File: src/rtl/stopwatch_ctrl_if.sv
// Signal bundle between the stopwatch front panel/timebase and stopwatch_ctrl.
// The master drives the buttons, switch and tick; the slave (the controller) drives the control outputs.
interface stopwatch_ctrl_if;
  logic       tick;
  logic       ssr_n;
  logic       lap_n;
  logic       view;
  logic       run;
  logic       clr;
  logic       lap_cap;
  logic       view_sel;
  logic [1:0] state;

  modport master (
    output tick, ssr_n, lap_n, view,
    input  run, clr, lap_cap, view_sel, state
  );

  modport slave (
    input  tick, ssr_n, lap_n, view,
    output run, clr, lap_cap, view_sel, state
  );
endinterface

File: src/rtl/stopwatch_ctrl.sv
// Start/stop/clear and lap controller for a stopwatch.
// Optional button debouncing is enabled with `define STOPWATCH_CTRL_DEBOUNCE_EN.
module stopwatch_ctrl #(
  parameter int TICKS_LONG = 100,
  parameter int TICKS_MIN  = 5,
  parameter int DEB_TICKS  = 2
) (
  input  logic            clk,
  input  logic            rst,
  stopwatch_ctrl_if.slave bus
);

  typedef enum logic [1:0] {
    IDLE  = 2'b00,
    RUN   = 2'b01,
    PAUSE = 2'b10,
    CLEAR = 2'b11
  } state_e;

  localparam logic [7:0] LONG_C = 8'(TICKS_LONG);
  localparam logic [7:0] MIN_C  = 8'(TICKS_MIN);

  if (TICKS_LONG < 2 || TICKS_LONG > 255 || TICKS_MIN >= TICKS_LONG || DEB_TICKS < 1) begin : g_bad_params
    $error("stopwatch_ctrl: invalid TICKS_LONG/TICKS_MIN/DEB_TICKS");
  end

  logic ssr_meta_q, ssr_sync_q;
  logic lap_meta_q, lap_sync_q;
  logic view_meta_q, view_sync_q;

  always_ff @(posedge clk) begin
    if (rst) begin
      ssr_meta_q  <= 1'b1;
      ssr_sync_q  <= 1'b1;
      lap_meta_q  <= 1'b1;
      lap_sync_q  <= 1'b1;
      view_meta_q <= 1'b0;
      view_sync_q <= 1'b0;
    end else begin
      ssr_meta_q  <= bus.ssr_n;
      ssr_sync_q  <= ssr_meta_q;
      lap_meta_q  <= bus.lap_n;
      lap_sync_q  <= lap_meta_q;
      view_meta_q <= bus.view;
      view_sync_q <= view_meta_q;
    end
  end

  logic ssr_s, lap_s;
  logic ssr_lvl, lap_lvl;
  assign ssr_s = ~ssr_sync_q;
  assign lap_s = ~lap_sync_q;

`ifdef STOPWATCH_CTRL_DEBOUNCE_EN
  localparam int DCW = $clog2(DEB_TICKS + 1);
  localparam logic [DCW-1:0] DEB_LAST = DCW'(DEB_TICKS - 1);

  logic           ssr_deb_q, lap_deb_q;
  logic [DCW-1:0] ssr_dcnt_q, lap_dcnt_q;

  // A level is accepted only after DEB_TICKS consecutive ticks away from the current one.
  always_ff @(posedge clk) begin
    if (rst) begin
      ssr_deb_q  <= 1'b0;
      lap_deb_q  <= 1'b0;
      ssr_dcnt_q <= '0;
      lap_dcnt_q <= '0;
    end else begin
      if (ssr_s == ssr_deb_q) begin
        ssr_dcnt_q <= '0;
      end else if (bus.tick) begin
        if (ssr_dcnt_q == DEB_LAST) begin
          ssr_deb_q  <= ssr_s;
          ssr_dcnt_q <= '0;
        end else begin
          ssr_dcnt_q <= ssr_dcnt_q + 1'b1;
        end
      end
      if (lap_s == lap_deb_q) begin
        lap_dcnt_q <= '0;
      end else if (bus.tick) begin
        if (lap_dcnt_q == DEB_LAST) begin
          lap_deb_q  <= lap_s;
          lap_dcnt_q <= '0;
        end else begin
          lap_dcnt_q <= lap_dcnt_q + 1'b1;
        end
      end
    end
  end

  assign ssr_lvl = ssr_deb_q;
  assign lap_lvl = lap_deb_q;
`else
  assign ssr_lvl = ssr_s;
  assign lap_lvl = lap_s;
`endif

  logic [1:0] settle_q;
  logic       armed_q;
  logic       ssr_prev_q, lap_prev_q;
  logic [7:0] press_cnt_q;

  // The synchronisers reset to "released", so arming waits until they hold real samples.
  always_ff @(posedge clk) begin
    if (rst) begin
      settle_q    <= 2'b00;
      armed_q     <= 1'b0;
      ssr_prev_q  <= 1'b0;
      lap_prev_q  <= 1'b0;
      press_cnt_q <= 8'd0;
    end else begin
      if (!settle_q[1]) settle_q <= settle_q + 2'b01;
      if (settle_q[1] && !ssr_s && !ssr_lvl) armed_q <= 1'b1;
      ssr_prev_q <= ssr_lvl;
      lap_prev_q <= lap_lvl;
      if (!ssr_lvl) begin
        press_cnt_q <= 8'd0;
      end else if (armed_q && bus.tick && press_cnt_q != LONG_C) begin
        press_cnt_q <= press_cnt_q + 8'd1;
      end
    end
  end

  logic ssr_rel, long_hit, short_ok, lap_edge;
  assign ssr_rel  = ssr_prev_q & ~ssr_lvl;
  assign long_hit = armed_q & ssr_lvl & bus.tick & (press_cnt_q == LONG_C - 8'd1);
  assign short_ok = armed_q & ssr_rel & (press_cnt_q > MIN_C) & (press_cnt_q < LONG_C);
  assign lap_edge = lap_lvl & ~lap_prev_q;

  state_e state_q, state_d;
  logic   run_q, run_d;
  logic   clr_q, clr_d;
  logic   lap_cap_q, lap_cap_d;
  logic   view_sel_q;

  always_ff @(posedge clk) begin
    if (rst) begin
      state_q    <= IDLE;
      run_q      <= 1'b0;
      clr_q      <= 1'b0;
      lap_cap_q  <= 1'b0;
      view_sel_q <= 1'b0;
    end else begin
      state_q    <= state_d;
      run_q      <= run_d;
      clr_q      <= clr_d;
      lap_cap_q  <= lap_cap_d;
      view_sel_q <= view_sync_q;
    end
  end

  // A long press overrides everything, including a lap capture in the same cycle.
  always_comb begin
    state_d   = state_q;
    clr_d     = 1'b0;
    lap_cap_d = 1'b0;
    if (long_hit) begin
      state_d = CLEAR;
      clr_d   = 1'b1;
    end else begin
      case (state_q)
        IDLE:    if (short_ok) state_d = RUN;
        RUN: begin
          if (short_ok) state_d = PAUSE;
          lap_cap_d = lap_edge;
        end
        PAUSE:   if (short_ok) state_d = RUN;
        CLEAR:   if (ssr_rel) state_d = IDLE;
        default: state_d = IDLE;
      endcase
    end
    run_d = (state_d == RUN);
  end

  assign bus.state    = state_q;
  assign bus.run      = run_q;
  assign bus.clr      = clr_q;
  assign bus.lap_cap  = lap_cap_q;
  assign bus.view_sel = view_sel_q;

endmodule

File: src/flat_wrapper.sv
// flat-port wrapper written by rule: the top's interface ports become plain ports
module stopwatch_ctrl_flat 
#(
  parameter int TICKS_LONG = 100,
  parameter int TICKS_MIN  = 5,
  parameter int DEB_TICKS  = 2
)
  (clk, rst, bus_tick, bus_ssr_n, bus_lap_n, bus_view, bus_run, bus_clr, bus_lap_cap, bus_view_sel, bus_state);
  stopwatch_ctrl_if bus_i ();
  input  logic clk;
  input  logic rst;
  input wire logic [$bits(bus_i.tick)-1:0] bus_tick;
  input wire logic [$bits(bus_i.ssr_n)-1:0] bus_ssr_n;
  input wire logic [$bits(bus_i.lap_n)-1:0] bus_lap_n;
  input wire logic [$bits(bus_i.view)-1:0] bus_view;
  output wire logic [$bits(bus_i.run)-1:0] bus_run;
  output wire logic [$bits(bus_i.clr)-1:0] bus_clr;
  output wire logic [$bits(bus_i.lap_cap)-1:0] bus_lap_cap;
  output wire logic [$bits(bus_i.view_sel)-1:0] bus_view_sel;
  output wire logic [$bits(bus_i.state)-1:0] bus_state;
  assign bus_i.tick = bus_tick;
  assign bus_i.ssr_n = bus_ssr_n;
  assign bus_i.lap_n = bus_lap_n;
  assign bus_i.view = bus_view;
  assign bus_run = bus_i.run;
  assign bus_clr = bus_i.clr;
  assign bus_lap_cap = bus_i.lap_cap;
  assign bus_view_sel = bus_i.view_sel;
  assign bus_state = bus_i.state;
  stopwatch_ctrl #(.TICKS_LONG(TICKS_LONG), .TICKS_MIN(TICKS_MIN), .DEB_TICKS(DEB_TICKS)) u_core (.clk(clk), .rst(rst), .bus(bus_i));
endmodule
File: config.mk
export PLATFORM = sky130hd
export DESIGN_NAME = stopwatch_ctrl_flat
export DESIGN_NICKNAME = d
export VERILOG_FILES = /design/src/rtl/stopwatch_ctrl_if.sv /design/src/rtl/stopwatch_ctrl.sv /design/src/flat_wrapper.sv
export SDC_FILE = /design/constraint.sdc
export NUM_CORES = 1
export LEC_CHECK = 0
export CAP_MARGIN = 10
export CORE_MARGIN = 2
export CORE_UTILIZATION = 57
export CTS_CLUSTER_SIZE = 14
export DETAILED_ROUTE_END_ITERATION = 10
export GPL_ROUTABILITY_DRIVEN = 0
export PLACE_DENSITY = 0.89
export RECOVER_POWER = 100
export SLEW_MARGIN = 40
export SYNTH_ARGS = -nofsm -noshare
export SYNTH_HDL_FRONTEND = slang
export SYNTH_SLANG_ARGS = --single-unit
File: constraint.sdc
create_clock -name clk -period 2.8 [get_ports clk]
set_input_delay 0.56 -clock clk [delete_from_list [all_inputs] [get_ports clk]]
set_output_delay 0.56 -clock clk [all_outputs]
set_load 0.005 [all_outputs]
==> metrics.txt, run 1 <==
run status completed; Vias per Instance 5.37; initial drt markers 9; Post-Layout Cell Count 142; overall routed net length 1710 um; worst voltage drop across the vdd grid 0.000271 V; class of the most critical setup path reg -> reg; Fmax 460 MHz; remaining max-slew budget at the tightest pin 0.323; MaxCap Viol Count 0; number of placement rows 15; delay of the slowest critical-path stage 0.89 ns; EDFF count, synth 0; gate count after technology mapping 103; static leakage 0.438 nW; quantity of gates resized following cts 0; met3 layer usage reported by global route 0.0431; total vias in the final route 762; mean cell area of the mapped netlist 10.1 um2; number of flip-flops and latches in the synthesized netlist 25; CTS Buf Count 3; maximum fanout count along the critical path 5; RSZ-0062 raised after global routing false; Die H 46.7 um; Clock Latency Late Sink 0.32 ns; ratio of cells with drive above 1 in the final layout 0.128; cells traversed along the worst timing path or3_1 -> o311ai_0 -> nand3_2 -> a221oi_2; sink of the worst hold path u_core.lap_prev_q; Antenna Nets Post-Route 0; CTS tree built; final global-route overflow total 0; min-delay worst type reg -> reg; clock-pin transition on the worst setup and hold timing paths 0.13 ns; final total negative setup slack 0 ns; transition time of the tightest slew-check pin 1.00 ns; total standard cell area after synthesis 1040 um2; first-pass GRT wire length 2840 um; number of antenna violations at the first check in global routing 0; maximum number of pins on one net before global-route repair 16; Critical R2R Launch u_core.press_cnt_q[3]; final clock skew 0.00370 ns; number of endpoints with negative hold slack in the final report 0; routed length per placed instance 12.0 um; total setup buffers inserted after CTS 0; post-detail-place hpwl 1250 um; crit path launch type flop; fill count 141; total power divided by cell area 496 nW/um2; cell chosen for the clock root sky130_fd_sc_hd__clkbuf_4; placeable core region 1730 um2; share of synthesized registers carrying an async set or reset 0; Global Route Usage Sum 0.187; number of antenna repair diodes 0; initial cell density of the core 0.601; worst path buffer plus inverter count 0; worst-path cell with the longest stage delay sky130_fd_sc_hd__o311ai_0; number of instances on the worst hold path 1; final count of negative-setup-slack endpoints 0; buffer depth of the longest clock path 2; YS warnings 0; Area growth syn-to-layout 11.8%; min-delay src u_core.lap_sync_q; ys flop type sky130_fd_sc_hd__dfxtp_1; final routed DRC violation total 0; net count of the mapped netlist 113; Max Slew Vio Count 0; Top delay family on crit path compound AO/OA/AOI/OAI gates; Port Buffer Count 11; post-synthesis sequential area ratio 0.483; Final min period 2.17 ns; Crit Reg-Reg Endpoint u_core.bus.run; number of nets in the layout 128; Worst R2R Setup Slack 0.63 ns; die area 2180 um2; Inst Count DP 138; number of buffers added to fix hold violations after cts 0; CTS H-tree lvls 1; endpoint type of the worst setup path flop; number of sinks handled by clock tree synthesis 25; Top Ports 12; number of cell instances on the worst register-to-register path 4; Cell variety after synth 36; GRT Max-Usage Layer met2; vias in the first global route 683; worst endpoint required time 3.05 ns; global-route track usage on met1 0.229; first-pass iteration count of the detailed router 4; worst endpoint data arrival time 2.42 ns; die outline width 46.7 um; share of the clock period used by the worst path after layout 0.777; GR Layer Usage met2 0.283
-- state kept, by name (all words and copies together), names as in the netlist --
signal / count
u_core.press_cnt_q: 8
u_core.bus.state: 2
u_core.settle_q: 2
u_core.armed_q: 1
u_core.bus.clr: 1
u_core.bus.lap_cap: 1
u_core.bus.run: 1
u_core.bus.view_sel: 1
u_core.lap_meta_q: 1
u_core.lap_prev_q: 1
u_core.lap_sync_q: 1
u_core.ssr_meta_q: 1
u_core.ssr_prev_q: 1
u_core.ssr_sync_q: 1
u_core.view_meta_q: 1
u_core.view_sync_q: 1
-- synth_stat cells (2+ instances only) --
master                     instances  area (um2)
sky130_fd_sc_hd__inv_1             4        15.0
sky130_fd_sc_hd__nand2_1           6        22.5
sky130_fd_sc_hd__or2_2             7        43.8
sky130_fd_sc_hd__nor2b_1           3        18.8
sky130_fd_sc_hd__nor2_1           13        48.8
sky130_fd_sc_hd__xnor2_1           4        35.0
sky130_fd_sc_hd__a311oi_1          2        17.5
sky130_fd_sc_hd__dfxtp_1          25         500
sky130_fd_sc_hd__nor3_1            3        15.0
sky130_fd_sc_hd__nand3_1           4        20.0
sky130_fd_sc_hd__a21oi_1           4        20.0
sky130_fd_sc_hd__ha_1              4        50.1
-- cell type report --
type / count / area, um2 / area share
sequential: 25 / 500 / 0.432
tap: 25 / 31.3 / 0.0270
clock buffer: 3 / 22.5 / 0.0194
timing repair buffer: 12 / 114 / 0.0982
inverter: 5 / 18.8 / 0.0162
multi-input combinational: 71 / 465 / 0.401
clock inverter: 1 / 7.51 / 0.00647
-- power by group --
part	leakage (nW)	internal, W	switching [W]
clock	0.0139	0.0000547	0.000109
combinational	0.221	0.0000178	0.0000157
sequential	0.204	0.000369	0.00000907
-- routing by layer --
| layer | vias up | wire (um) |
|---|---|---|
| met5 | - | 0 |
| met4 | 0 | 27 |
| met3 | 4 | 63 |
| met2 | 16 | 782 |
| met1 | 360 | 832 |
| li1 | 382 | - |
-- worst max path at each step --
| stage | startpoint | to | slack (ns) | cells after the start |
|---|---|---|---|---|
| 6_report | u_core.press_cnt_q[3] | u_core.bus.run | 0.63 | 4 |
| 5_1_grt | u_core.press_cnt_q[3] | u_core.bus.state[1] | 0.45 | 4 |
| 4_1_cts | u_core.bus.state[0] | bus_state[0] | 0.90 | 1 |
| 3_5_place_dp | bus_tick | u_core.press_cnt_q[3] | 0.77 | 5 |
| 3_3_place_gp | bus_tick | u_core.press_cnt_q[3] | 0.80 | 5 |
| 2_1_floorplan | u_core.press_cnt_q[0] | u_core.bus.run | 1.20 | 6 |
-- logic make-up after synthesis --
| logic type | count (synthesis) | share of synthesized area |
|---|---|---|
| flip-flops | 25 | 0.483 |
| AO/OA/AOI/OAI | 15 | 0.145 |
| AND/OR/NAND/NOR | 46 | 0.244 |
| XOR/XNOR | 5 | 0.0422 |
| multiplexers | 1 | 0.00965 |
| buffers and inverters | 7 | 0.0289 |
| adder cells (fa/ha/maj) | 4 | 0.0483 |
-- stage by stage --
step	area, um2	setup slack, ns	util	power, W	hold slack [ns]
2_1_floorplan	1040	1.20	-	0.000407	0.371
5_1_grt	1160	0.449	0.672	0.000606	0.417
3_5_place_dp	1170	0.772	0.680	0.000422	0.391
3_3_place_gp	1170	0.797	0.680	0.000420	0.379
6_report	1160	0.626	0.672	0.000575	0.408
4_1_cts	1200	0.898	0.698	0.000586	0.409
-- layout by cell type (no fill, tap or decap), drive strengths merged, types with 2 or more instances in the layout --
master / n
dfxtp: 25
nor2: 13
dlygate4sd3: 8
or2: 7
nand2: 6
inv: 5
nand3: 5
xnor2: 4
a21oi: 4
ha: 4
clkbuf: 4
nor2b: 3
nor3: 3
clkdlybuf4s50: 3
or3: 3
nor3b: 2
a311oi: 2
o311ai: 2
o21ai: 2
Note: power is estimated with default switching activity, not from simulation.
==> inputs of run 2 (changes only) <==
--- a/config.mk
+++ b/config.mk
@@ -7,11 +7,11 @@
 export LEC_CHECK = 0
 export CAP_MARGIN = 10
 export CORE_MARGIN = 2
-export CORE_UTILIZATION = 57
+export CORE_UTILIZATION = 53
 export CTS_CLUSTER_SIZE = 14
 export DETAILED_ROUTE_END_ITERATION = 10
 export GPL_ROUTABILITY_DRIVEN = 0
-export PLACE_DENSITY = 0.89
+export PLACE_DENSITY = 0.84
 export RECOVER_POWER = 100
 export SLEW_MARGIN = 40
 export SYNTH_ARGS = -nofsm -noshare
==> constraint.sdc (replaced) <==
create_clock -name clk -period 2.2 [get_ports clk]
set_input_delay 0.44 -clock clk [delete_from_list [all_inputs] [get_ports clk]]
set_output_delay 0.44 -clock clk [all_outputs]
set_load 0.005 [all_outputs]
==> run 2 against run 1 <==
  * Clock skew is 0.0017 ns lower
  * Total power is 27% higher
  * Cell count is 1.4% higher
  * Global-route usage is 2.8 points lower
  * Maximum frequency is 14% higher
  * Flip-flop and latch count stayed put
  * Core utilization is 5.1 points lower
  * Clock power is 28% higher
  * Routed wire length is 0.94% lower
  * Hold slack worse by 0.0052 ns
  * Sequential share of layout area is 0.73 points lower
  * Critical path type unchanged
  * Critical endpoint is now u_core.press_cnt_q[2]
  * Largest power group unchanged
==> metrics.txt, run 2 (synthesis gave the netlist of run 1 again) <==
run status completed; buffer depth of the longest clock path 2 (unchanged); Post-Layout Cell Count 144 (+1.4%); die area 2330 um2 (+6.9%); worst endpoint required time 2.43 ns (-0.62 ns); ratio of cells with drive above 1 in the final layout 0.137 (+0.00855); flip-flop and latch area 500 um2 (unchanged); initial drt markers 7 (-2); CTS tree built; vias in the first global route 658 (-3.7%); number of flip-flops in the largest register 8 (unchanged); Global Route Usage Sum 0.160 (-0.0275); final clock skew 0.00203 ns (-0.00166 ns); Antenna Nets Post-Route 0 (unchanged); first-pass iteration count of the detailed router 4 (unchanged); maximum fanout count along the critical path 5 (unchanged); CTS H-tree lvls 1 (unchanged); final count of negative-setup-slack endpoints 0 (unchanged); static leakage 0.439 nW (about the same); clock-pin transition on the worst setup and hold timing paths 0.14 ns (about the same); Max Slew Vio Count 0 (unchanged); number of nets in the layout 128 (unchanged); min-delay worst type reg -> reg; Clock Latency Late Sink 0.31 ns (about the same); transition time of the tightest slew-check pin 0.703 ns (-0.299 ns); crit path launch type flop; final total negative setup slack 0 ns (unchanged); post-detail-place hpwl 1260 um (+0.24%); overall routed net length 1690 um (-0.94%); remaining max-slew budget at the tightest pin 0.527 (+0.204); total setup buffers inserted after CTS 0 (unchanged); class of the most critical setup path reg -> reg; final routed DRC violation total 0 (unchanged); cell chosen for the clock root sky130_fd_sc_hd__clkbuf_4; Fmax 523 MHz (+14%); number of antenna repair diodes 0 (unchanged); placeable core region 1900 um2 (+10%); routed length per placed instance 11.7 um (-2.3%); CTS Buf Count 3 (unchanged); die outline width 48.2 um (+3.4%); delay of the slowest critical-path stage 0.64 ns (-0.25 ns); area taken by multi-input logic gates 483 um2 (+3.8%); Inst Count DP 140 (+1.4%); number of buffers added to fix hold violations after cts 0 (unchanged); Port Buffer Count 11 (unchanged); Final Util 0.620 (-0.0513); RSZ-0062 raised after global routing false; fill count 163 (+16%); number of sinks handled by clock tree synthesis 25 (unchanged); Vias per Instance 5.10 (-5.0%); worst voltage drop across the vdd grid 0.000353 V (+30%); Final min period 1.91 ns (-0.261 ns); Largest Register u_core.press_cnt_q; quantity of gates resized following cts 0 (unchanged); final global-route overflow total 0 (unchanged); Die H 48.2 um (+3.4%); most used cells in the layout excluding fill and tap cells sky130_fd_sc_hd__dfxtp_1 (25), sky130_fd_sc_hd__nor2_1 (13), sky130_fd_sc_hd__dlygate4sd3_1 (8), sky130_fd_sc_hd__nand2_1 (6), sky130_fd_sc_hd__or2_2 (6); maximum number of pins on one net before global-route repair 16 (unchanged); endpoint type of the worst setup path flop; first-pass GRT wire length 2700 um (-5.1%); worst-path cell with the longest stage delay sky130_fd_sc_hd__o31ai_1; share of the clock period used by the worst path after layout 0.870 (+0.0933); Worst Hold Margin 0.402 ns (-0.00517 ns); initial cell density of the core 0.545 (-0.0553); cells traversed along the worst timing path or3_1 -> o31ai_1 -> inv_2 -> a311oi_1; number of antenna violations at the first check in global routing 0 (unchanged); Area growth syn-to-layout 13.8%; number of endpoints with negative hold slack in the final report 0 (unchanged); MaxCap Viol Count 0 (unchanged); commonest non-fill, non-tap cell in the layout sky130_fd_sc_hd__dfxtp_1; Top Ports 12 (unchanged); total vias in the final route 734 (-3.7%); worst endpoint data arrival time 2.15 ns (-0.27 ns); total power divided by cell area 620 nW/um2 (+25%); number of placement rows 16 (+1)
-- run 2: changes by cell type in the layout (fill, tap and decap cells not counted) --
| cell | before | now |
|---|---|---|
| sky130_fd_sc_hd__o311ai_0 | 1 | 0 |
| sky130_fd_sc_hd__o311ai_4 | 0 | 1 |
-- run 2: routing by layer --
layer,wire length (um),vias up,track usage
li1,-,382,-
met1,822,345,0.219
met2,848,7,0.263
met3,18,0,0.0259
met4,0,0,0.0378
met5,0,-,0
-- run 2: worst max-delay path, delay by kind of cell (launching register included) --
family          cells  cell delay (ns)
buf+inv             1             0.06
flops               1             0.38
simple gates        1             0.46
compound gates      2             0.92
-- run 2: report_power, final --
part / internal, W / switching (W) / total (W)
combinational: 0.0000227 / 0.0000195 / 0.0000421
clock: 0.0000693 / 0.000139 / 0.000208
sequential: 0.000470 / 0.0000115 / 0.000481
total: 0.000562 / 0.000170 / 0.000731
-- run 2: worst paths after layout --
kind	startpoint	endpoint	slack, ns	cells past startpoint
setup reg to reg	u_core.press_cnt_q[3]	u_core.press_cnt_q[2]	0.29	4
hold reg to reg	u_core.lap_sync_q	u_core.lap_prev_q	0.40	1
hold / removal	u_core.lap_sync_q	u_core.lap_prev_q	0.40	1
setup / recovery	u_core.press_cnt_q[3]	u_core.press_cnt_q[2]	0.29	4
-- run 2: final cells by class --
class | count | area share
sequential | 25 | 0.424
multi-input combinational | 71 | 0.409
timing repair buffer | 12 | 0.0965
tap | 27 | 0.0286
clock buffer | 3 | 0.0191
inverter | 5 | 0.0159
clock inverter | 1 | 0.00636
-- run 2: per-stage QoR --
| step | area (um2) | power [W] | setup WS [ns] |
|---|---|---|---|
| 6_report | 1180 | 0.000731 | 0.286 |
| 5_1_grt | 1180 | 0.000763 | 0.172 |
| 4_1_cts | 1210 | 0.000743 | 0.388 |
| 3_5_place_dp | 1180 | 0.000536 | 0.277 |
| 3_3_place_gp | 1180 | 0.000534 | 0.319 |
| 2_1_floorplan | 1040 | 0.000518 | 0.597 |
==> inputs of run 3 (changes only) <==
--- a/config.mk
+++ b/config.mk
@@ -7,11 +7,11 @@
 export LEC_CHECK = 0
 export CAP_MARGIN = 10
 export CORE_MARGIN = 2
-export CORE_UTILIZATION = 53
+export CORE_UTILIZATION = 48
 export CTS_CLUSTER_SIZE = 14
 export DETAILED_ROUTE_END_ITERATION = 10
 export GPL_ROUTABILITY_DRIVEN = 0
-export PLACE_DENSITY = 0.84
+export PLACE_DENSITY = 0.81
 export RECOVER_POWER = 100
 export SLEW_MARGIN = 40
 export SYNTH_ARGS = -nofsm -noshare
==> constraint.sdc (replaced) <==
create_clock -name clk -period 1.6 [get_ports clk]
set_input_delay 0.32 -clock clk [delete_from_list [all_inputs] [get_ports clk]]
set_output_delay 0.32 -clock clk [all_outputs]
set_load 0.005 [all_outputs]
==> run 3 against run 2 <==
  * The run now ends with negative setup slack left
  * Core utilization increased by 8.5 points
  * Via count increased by 11%
  * Clock skew increased by 0.0017 ns
  * Routed wire length increased by 24%
  * Critical path depth increased by 1
  * Cell area increased by 20%
  * Flip-flop and latch count unchanged
  * Critical path type unchanged
  * Critical endpoint is now u_core.bus.state[0]
  * Largest cell class is now multi-input gates
==> metrics.txt, run 3 (synthesis gave the netlist of run 1 again) <==
Clock Latency Late Sink 0.32 ns (about the same); min-delay worst type reg -> reg; buffer depth of the longest clock path 2 (unchanged); transition time of the tightest slew-check pin 0.329 ns (-0.375 ns); worst path buffer plus inverter count 1 (unchanged); min-delay src u_core.lap_sync_q; final count of negative-setup-slack endpoints 1 (+1); static leakage 0.520 nW (+18%); maximum fanout count along the critical path 3 (-2); crit path setup slack, layout -0.0100 ns (-0.296 ns); Vias per Instance 5.05 (-0.93%); worst endpoint data arrival time 1.86 ns (-0.29 ns); number of sinks handled by clock tree synthesis 25 (unchanged); failing checks negative setup slack; final clock skew 0.00375 ns (+0.00171 ns); number of flip-flops in the largest register 8 (unchanged); CTS Buf Count 3 (unchanged); sink of the worst hold path u_core.lap_prev_q; RSZ-0062 raised after global routing true; share of the clock period used by the worst path after layout 1.01 (+0.136); Die H 50.5 um (+4.7%); ratio of cells with drive above 1 in the final layout 0.388 (+0.251); total power divided by cell area 723 nW/um2 (+17%); Fmax 621 MHz (+19%); final routed DRC violation total 0 (unchanged); first-pass iteration count of the detailed router 4 (unchanged); Max Slew Vio Count 0 (unchanged); run status finished with violations; Crit Reg-Reg Endpoint u_core.bus.state[0]; cells traversed along the worst timing path or3_4 -> o311ai_4 -> buf_6 -> o211ai_1 -> a31oi_1; dpl ws -0.158 ns (-0.435 ns); flip-flop and latch area 513 um2 (+2.5%); total power after layout 0.00102 W (+40%); remaining max-slew budget at the tightest pin 0.780 (+0.253); Global Route Usage Sum 0.176 (+0.0157); class of the most critical setup path reg -> reg; number of instances on the worst hold path 1 (unchanged); vias in the first global route 834 (+27%); number of cell instances on the worst register-to-register path 5 (+1); number of placement rows 16 (unchanged); Critical R2R Launch u_core.press_cnt_q[3]; first-pass GRT wire length 3440 um (+28%); initial cell density of the core 0.518 (-0.0273); CTS H-tree lvls 1 (unchanged); fill count 148 (-9.2%); final global-route overflow total 0 (unchanged); CTS tree built; number of antenna repair diodes 0 (unchanged); crit path launch type flop; clock-pin transition on the worst setup and hold timing paths 0.14 ns (about the same); number of endpoints with negative hold slack in the final report 0 (unchanged); total vias in the final route 813 (+11%); die outline width 50.5 um (+4.7%); initial drt markers 8 (+1); Area growth syn-to-layout 36.2%; maximum number of pins on one net before global-route repair 16 (unchanged); area taken by multi-input logic gates 552 um2 (+14%); worst voltage drop across the vdd grid 0.000684 V (+94%); Antenna Nets Post-Route 0 (unchanged); Top delay family on crit path compound AO/OA/AOI/OAI gates; delay of the slowest critical-path stage 0.42 ns (-0.22 ns); Port Buffer Count 11 (unchanged); commonest non-fill, non-tap cell in the layout sky130_fd_sc_hd__dfxtp_1; Final min period 1.61 ns (-0.304 ns); Top Ports 12 (unchanged); die area 2550 um2 (+9.5%); cell chosen for the clock root sky130_fd_sc_hd__clkbuf_4; most used cells in the layout excluding fill and tap cells sky130_fd_sc_hd__dfxtp_1 (19), sky130_fd_sc_hd__buf_4 (15), sky130_fd_sc_hd__nor2_1 (12), sky130_fd_sc_hd__clkdlybuf4s50_1 (11), sky130_fd_sc_hd__or2_2 (6); Worst R2R Setup Slack -0.01 ns (-0.30 ns); routed length per placed instance 13.0 um (+11%); MaxCap Viol Count 0 (unchanged); post-detail-place hpwl 1480 um (+18%); worst-path cell with the longest stage delay sky130_fd_sc_hd__or3_4; number of nets in the layout 145 (+13%); worst endpoint required time 1.85 ns (-0.58 ns); placeable core region 2000 um2 (+5.3%); Largest Register u_core.press_cnt_q; endpoint type of the worst setup path flop; number of buffers added to fix hold violations after cts 0 (unchanged); overall routed net length 2090 um (+24%); number of antenna violations at the first check in global routing 0 (unchanged)
[run 3: how the worst max path moves through the flow]
stage                             to             startpoint  slack [ns]  cells past startpoint
2_1_floorplan         u_core.bus.run  u_core.press_cnt_q[0]        0.02                      6
3_3_place_gp   u_core.press_cnt_q[6]               bus_tick       -0.10                      7
3_5_place_dp   u_core.press_cnt_q[3]               bus_tick       -0.16                      5
4_1_cts          u_core.bus.state[1]  u_core.press_cnt_q[4]      -0.007                      5
5_1_grt        u_core.press_cnt_q[1]  u_core.press_cnt_q[3]       -0.03                      6
6_report         u_core.bus.state[0]  u_core.press_cnt_q[3]       -0.01                      5
[run 3: through the flow]
step / hold slack, ns / util / std cells / setup TNS (ns) / cell area, um2
after floorplan: 0.371 / - / 103 / 0 / 1040
after global placement: 0.380 / 0.654 / 156 / -0.414 / 1310
after detailed placement: 0.401 / 0.654 / 156 / -0.771 / 1310
after CTS: 0.427 / 0.678 / 160 / -0.00661 / 1360
after global routing: 0.434 / 0.706 / 161 / -0.0936 / 1410
final: 0.420 / 0.706 / 161 / -0.0100 / 1410
[run 3: layout make-up]
cell class                 count  area share
clock buffer                   3      0.0159
clock inverter                 1     0.00531
inverter                       5      0.0133
multi-input combinational     71       0.391
sequential                    25       0.363
tap                           27      0.0239
timing repair buffer          29       0.188
[run 3: timing repair]
item                                    4_1_cts  5_1_grt
endpoints found under the setup margin        6        7
pin swaps                                     5        7
resized for setup                             7       14
buffers inserted                              0        1
[run 3: power by group]
group          leakage, nW  total [W]  internal [W]  switching, W
combinational        0.298  0.0000750     0.0000419     0.0000331
clock               0.0139   0.000289     0.0000954      0.000194
sequential           0.207   0.000658      0.000642     0.0000153
[run 3: per-layer routing]
layer | global-route usage | wire length (um) | part of all wire | vias up
li1 | - | - | - | 417
met1 | 0.212 | 979 | 0.47 | 376
met2 | 0.298 | 1020 | 0.49 | 16
met3 | 0.0298 | 48 | 0.023 | 4
met4 | 0.0901 | 42 | 0.020 | 0
met5 | 0 | 0 | 0 | -
